**config.mk**
```make
export PLATFORM = sky130hd
export DESIGN_NAME = tff_bank_ctrl_flat
export DESIGN_NICKNAME = d
export VERILOG_FILES = /design/src/rtl/tff_bank_ctrl_if.sv /design/src/rtl/tff_bank_ctrl.sv /design/src/flat_wrapper.sv
export SDC_FILE = /design/constraint.sdc
export NUM_CORES = 1
export LEC_CHECK = 0
export CORE_UTILIZATION = 44
export DETAILED_ROUTE_END_ITERATION = 6
export GPL_ROUTABILITY_DRIVEN = 0
export HOLD_SLACK_MARGIN = 0.03
export PLACE_DENSITY = 0.72
export REMOVE_ABC_BUFFERS = 1
export SLEW_MARGIN = 10
export SYNTH_ARGS = -nofsm -noshare
export SYNTH_HDL_FRONTEND = slang
export SYNTH_SLANG_ARGS = --single-unit
```
**constraint.sdc**
```tcl
create_clock -name clk -period 4.5 [get_ports clk]
set_input_delay 1.125 -clock clk [delete_from_list [all_inputs] [get_ports clk]]
set_output_delay 1.125 -clock clk [all_outputs]
set_load 0.02 [all_outputs]
```
**src/rtl/tff_bank_ctrl_if.sv**
```systemverilog
// Command/status bundle for tff_bank_ctrl.
// Optional abort input present only when TFF_CTRL_ABORT_EN is defined.
interface tff_bank_ctrl_if #(
  parameter int unsigned WIDTH = 8
);
  logic             cmd_valid;
  logic             cmd_ready;
  logic [1:0]       cmd_op;
  logic [WIDTH-1:0] cmd_data;
  logic [WIDTH-1:0] q;
  logic [WIDTH-1:0] tog;
  logic             busy;
  logic             done;
`ifdef TFF_CTRL_ABORT_EN
  logic             abort;

  modport master (
    output cmd_valid, cmd_op, cmd_data, abort,
    input  cmd_ready, q, tog, busy, done
  );

  modport slave (
    input  cmd_valid, cmd_op, cmd_data, abort,
    output cmd_ready, q, tog, busy, done
  );
`else
  modport master (
    output cmd_valid, cmd_op, cmd_data,
    input  cmd_ready, q, tog, busy, done
  );

  modport slave (
    input  cmd_valid, cmd_op, cmd_data,
    output cmd_ready, q, tog, busy, done
  );
`endif
endinterface

```
**src/rtl/tff_bank_ctrl.sv**
```systemverilog
// Bank of WIDTH toggle flip-flops driven by a small command FSM.
// A command fixes a toggle mask; up to LANES mask bits are toggled per clock.
// Optional feature: define TFF_CTRL_ABORT_EN to add an abort input that ends RUN early.
// The interface instance must be built with the same WIDTH as this module.
module tff_bank_ctrl #(
  parameter int unsigned WIDTH = 8,
  parameter int unsigned LANES = 2
) (
  input  logic            clk,
  input  logic            reset,
  tff_bank_ctrl_if.slave  bus
);

  typedef enum logic [1:0] {StIdle, StRun, StDone} state_e;

  localparam logic [1:0] OpLoad  = 2'b00;
  localparam logic [1:0] OpInc   = 2'b01;
  localparam logic [1:0] OpClear = 2'b10;

  state_e           state_q, state_d;
  logic [WIDTH-1:0] q_q, q_d;
  logic [WIDTH-1:0] rem_q, rem_d;
  logic [WIDTH-1:0] tog;
  logic [WIDTH-1:0] mask;
  logic             abort_w;

`ifdef TFF_CTRL_ABORT_EN
  assign abort_w = bus.abort;
`else
  assign abort_w = 1'b0;
`endif

  // Toggle mask: lowest LANES set bits of the remaining mask, only in RUN and not on abort.
  always_comb begin
    int unsigned lanes_used;
    tog        = '0;
    lanes_used = 0;
    if (state_q == StRun && !abort_w) begin
      for (int i = 0; i < int'(WIDTH); i++) begin
        if (rem_q[i] && lanes_used < LANES) begin
          tog[i]     = 1'b1;
          lanes_used = lanes_used + 1;
        end
      end
    end
  end

  // Next state, bank and remaining-mask update.
  always_comb begin
    state_d = state_q;
    q_d     = q_q;
    rem_d   = rem_q;
    mask    = '0;
    case (state_q)
      StIdle: begin
        if (bus.cmd_valid) begin
          case (bus.cmd_op)
            OpLoad:  mask = q_q ^ bus.cmd_data;
            OpInc:   mask = q_q ^ (q_q + WIDTH'(1));
            OpClear: mask = q_q;
            default: mask = '1;
          endcase
          rem_d   = mask;
          state_d = (mask != '0) ? StRun : StDone;
        end
      end
      StRun: begin
        if (abort_w) begin
          rem_d   = '0;
          state_d = StDone;
        end else begin
          q_d   = q_q ^ tog;
          rem_d = rem_q & ~tog;
          if (rem_d == '0) begin
            state_d = StDone;
          end
        end
      end
      StDone:  state_d = StIdle;
      default: state_d = StIdle;
    endcase
  end

  // State registers with asynchronous reset.
  always_ff @(posedge clk or posedge reset) begin
    if (reset) begin
      state_q <= StIdle;
      q_q     <= '0;
      rem_q   <= '0;
    end else begin
      state_q <= state_d;
      q_q     <= q_d;
      rem_q   <= rem_d;
    end
  end

  assign bus.q         = q_q;
  assign bus.tog       = tog;
  assign bus.cmd_ready = (state_q == StIdle);
  assign bus.busy      = (state_q != StIdle);
  assign bus.done      = (state_q == StDone);

endmodule

```
**src/flat_wrapper.sv**
```systemverilog
// flat-port wrapper written by rule: the top's interface ports become plain ports
module tff_bank_ctrl_flat 
#(
  parameter int unsigned WIDTH = 8,
  parameter int unsigned LANES = 2
)
  (clk, reset, bus_cmd_valid, bus_cmd_op, bus_cmd_data, bus_cmd_ready, bus_q, bus_tog, bus_busy, bus_done);
  tff_bank_ctrl_if #(.WIDTH(WIDTH)) bus_i ();
  input  logic clk;
  input  logic reset;
  input wire logic [$bits(bus_i.cmd_valid)-1:0] bus_cmd_valid;
  input wire logic [$bits(bus_i.cmd_op)-1:0] bus_cmd_op;
  input wire logic [$bits(bus_i.cmd_data)-1:0] bus_cmd_data;
  output wire logic [$bits(bus_i.cmd_ready)-1:0] bus_cmd_ready;
  output wire logic [$bits(bus_i.q)-1:0] bus_q;
  output wire logic [$bits(bus_i.tog)-1:0] bus_tog;
  output wire logic [$bits(bus_i.busy)-1:0] bus_busy;
  output wire logic [$bits(bus_i.done)-1:0] bus_done;
  assign bus_i.cmd_valid = bus_cmd_valid;
  assign bus_i.cmd_op = bus_cmd_op;
  assign bus_i.cmd_data = bus_cmd_data;
  assign bus_cmd_ready = bus_i.cmd_ready;
  assign bus_q = bus_i.q;
  assign bus_tog = bus_i.tog;
  assign bus_busy = bus_i.busy;
  assign bus_done = bus_i.done;
  tff_bank_ctrl #(.WIDTH(WIDTH), .LANES(LANES)) u_core (.clk(clk), .reset(reset), .bus(bus_i));
endmodule
```
==> impl_metrics.toml <==
[detailed_routing]
routed_wl_mm = 4.688
dr.pass1.iters = 4
wl_per_cell_um = 14.38
viasPerCell = 5.408
via_count = 1763
dr.first_iter.drc_count = 67
postRouteAntennaNets = 0
drc = 0

[clock_network]
clock_latency_ns = 0.25
htree_levels = 1
cts_tree = "yes"
cts_buffer_depth = 2
ctsHoldBuffers = 0
cts_root_buf = "clkbuf_8"
clk_pin_slew_ns = 0.07
clock-sinks = 18
numCtsBuffers = 3

[layout]
multiInputGateArea_um2 = 1232
drive_gt1_frac = 0.3357
syn_to_final_growth_pct = 58.44
antennaDiodeCount = 0
instances_no_fill = 326
fin_nets = 302
regArea_um2 = 452.9
nFillCells = 258

[timing]
clock.fmax_mhz = 218.0
skew_ns = 0.002271
hold_violations = 0
slew_violations = 0
worstMarginPinSlew_ns = 0.7123
maxSlewHeadroom = 0.5246
tns_ns = -0.1326
worst_slack_ns = -0.08697
period_share = 1.019
period_needed_ns = 4.587
rsz0062_at_grt = "true"
setup_viol = 2

[die]
die_h_um = 62.90
initial_core_util = 0.4740
io_pins = 32
die_w_um = 62.90
rows = 21
die_area_um2 = 3956
core_um2 = 3442

[yosys]
ys_ff_latch = 18
syn-instance-count = 195
synth-main-ff-cell = "dfrtp_1"
async_flop_share = 1.000
ys_warn_count = 0
synth_area_um2 = 1632
syn_avg_cell_area_um2 = 8.367
synth_edf_count = 0
yosysSeqAreaShare = 0.2761
ys_types = 51

[min_path]
hold_path_class = "reg -> reg"

[grt]
grt_pass1_wl_mm = 7.769
grt_max_degree = 19
grt_usage = 0.2461
grt_antenna_before_repair = 0
first_global_vias = 1684
grt-ovfl-total = 0

[power]
p_leak_nw = 1.177
clkPwrFrac = 0.053
comb_power_share = 0.789
power_switching_w = 0.001074
ir_worst_vdd_uv = 910.1
seqPwrFrac = 0.158
internal_power_w = 0.001445
p_sw_frac = 0.4264
pwr_density_cell_nw_per_um2 = 974.5
finalPower_w = 0.002519

[placement]
pre_cts_ws_ns = -0.5558
dpl.cell_count = 298
place_hpwl_mm = 3.296
port_buffers = 31

[critical_path]
cp_max_fo = 4
worstSetupEndpointType = "output port"
required_ns = 3.38
arrival_ns = 3.46
critPathLaunchType = "flip-flop"
critPathKind = "reg -> out"
reg2reg_slack_ns = 0.22

[outcome]
outcome = "finished, violations left"
violations = "negative setup slack"

[run]
cap_violations = 0
state kept, by name (all words and copies together), names as in the netlist:
| name | flops |
|---|---|
| u_core.rem_q | 8 |
| u_core.bus.q | 8 |
| u_core.state_q | 2 |
worst max-delay path: stages, from the launching register on:
cell	delay [ns]
dfrtp_2	0.45
inv_2	0.07
ha_4	0.17
nor3b_4	0.26
a21oi_4	0.06
inv_2	0.08
ha_4	0.20
a221oi_4	0.29
nand2_2	0.11
nor2_4	0.11
xnor2_2	0.13
ha_1	0.26
and2_4	0.14
nor2_2	0.07
o21ai_1	0.06
ha_1	0.28
o21ai_2	0.13
and3_4	0.20
buf_6	0.11
repair_timing:
item / in CTS / in global routing
setup endpoints to repair: 3 / 6
resized for setup: 35 / 10
buffers inserted: 24 / 3
pin swaps: 15 / 7
synthesized netlist by cell type (2+ instances only):
library cell,number,share of area
nand3_1,4,0.012
nor2b_1,8,0.031
o21ai_0,4,0.012
nor3_1,2,0.0061
mux2_2,2,0.014
and3_1,2,0.0077
mux2i_1,3,0.018
a31oi_1,4,0.015
nor2_1,19,0.044
a21oi_1,16,0.049
dfrtp_1,18,0.28
and2_1,3,0.012
ha_1,8,0.061
o22ai_1,6,0.023
o32ai_1,2,0.011
nand2b_1,5,0.019
xnor2_1,11,0.059
a22oi_1,6,0.028
o21ai_1,3,0.0092
xor2_1,7,0.038
inv_1,14,0.032
clkbuf_1,4,0.0092
a211oi_1,3,0.014
nand2_1,14,0.032
power groups by stage:
stage / sequential, W / combinational, W / clock (W)
final: 0.000399 / 0.00199 / 0.000133
after global routing: 0.000414 / 0.00216 / 0.000143
after CTS: 0.000388 / 0.00194 / 0.000136
after detailed placement: 0.000379 / 0.00144 / 0
after global placement: 0.000373 / 0.00143 / 0
after floorplan: 0.000411 / 0.000800 / 0
per-stage QoR:
| stage | util | area [um2] | hold WS [ns] |
|---|---|---|---|
| final | 0.7510 | 2585 | 0.5894 |
| after floorplan | - | 1604 | 0.5040 |
| after global routing | 0.7510 | 2585 | 0.6209 |
| after CTS | 0.7386 | 2542 | 0.5837 |
| after detailed placement | 0.6427 | 2212 | 0.5604 |
| after global placement | 0.6427 | 2212 | 0.5285 |
placed cells by master (no fill, tap or decap), types with 4 or more instances in the layout:
master | Yosys | final
o22ai_1 | 6 | 6
nand2b_1 | 5 | 5
dfrtp_1 | 18 | 16
nand3_1 | 4 | 4
buf_4 | 1 | 56
clkbuf_8 | 0 | 4
inv_1 | 14 | 10
nor2b_1 | 8 | 7
o21ai_1 | 3 | 4
a31oi_1 | 4 | 4
nand2_1 | 14 | 13
nor2_1 | 19 | 17
ha_1 | 8 | 4
xor2_1 | 7 | 7
a21oi_1 | 16 | 15
inv_2 | 0 | 4
ha_4 | 0 | 4
a22oi_1 | 6 | 6
xnor2_1 | 11 | 10
clkdlybuf4s50_1 | 0 | 27
final timing paths:
| kind | start | to | cells past startpoint |
|---|---|---|---|
| worst max register to register | u_core.rem_q[1]$_DFFE_PP0P_ | u_core.state_q[0]$_DFFE_PP0P_ | 26 |
| worst min-delay path | u_core.bus.q[6]$_DFFE_PP0P_ | u_core.bus.q[6]$_DFFE_PP0P_ | 1 |
| worst max-delay path | u_core.rem_q[1]$_DFFE_PP0P_ | bus_tog[7] | 18 |
| min in group asynchronous | reset | u_core.bus.q[1]$_DFFE_PP0P_ | 2 |
| max in group asynchronous | reset | u_core.rem_q[0]$_DFFE_PP0P_ | 2 |
| worst min register to register | u_core.bus.q[6]$_DFFE_PP0P_ | u_core.bus.q[6]$_DFFE_PP0P_ | 1 |
final cells by class:
class / instances / share of cell area
repair buffers: 87 / 0.2841
inverters: 14 / 0.02033
multi-input cells: 157 / 0.4768
well taps: 46 / 0.02227
flip-flops and latches: 18 / 0.1752
clock buffers: 4 / 0.02130
per-layer routing:
| metal | track usage | wire, um | vias up |
|---|---|---|---|
| li1 | - | - | 876 |
| met1 | 0.3247 | 2062 | 830 |
| met2 | 0.4126 | 2272 | 53 |
| met3 | 0.04927 | 324 | 4 |
| met4 | 0.04651 | 28 | 0 |
| met5 | 0 | 0 | - |
cells by family (layout without fill, tap and decap cells):
logic type	count (synthesis)	in the layout	share of synthesized area
AOI/OAI and AO/OA	59	59	0.2584
and+or+nand+nor	66	66	0.2163
xor gates and xnor gates	19	19	0.1066
DFF	18	18	0.2761
buffers and inverters	20	105	0.04908
muxes	5	5	0.03221
adders and majority gates	8	8	0.06135
Power figures use the tool's default switching activity.
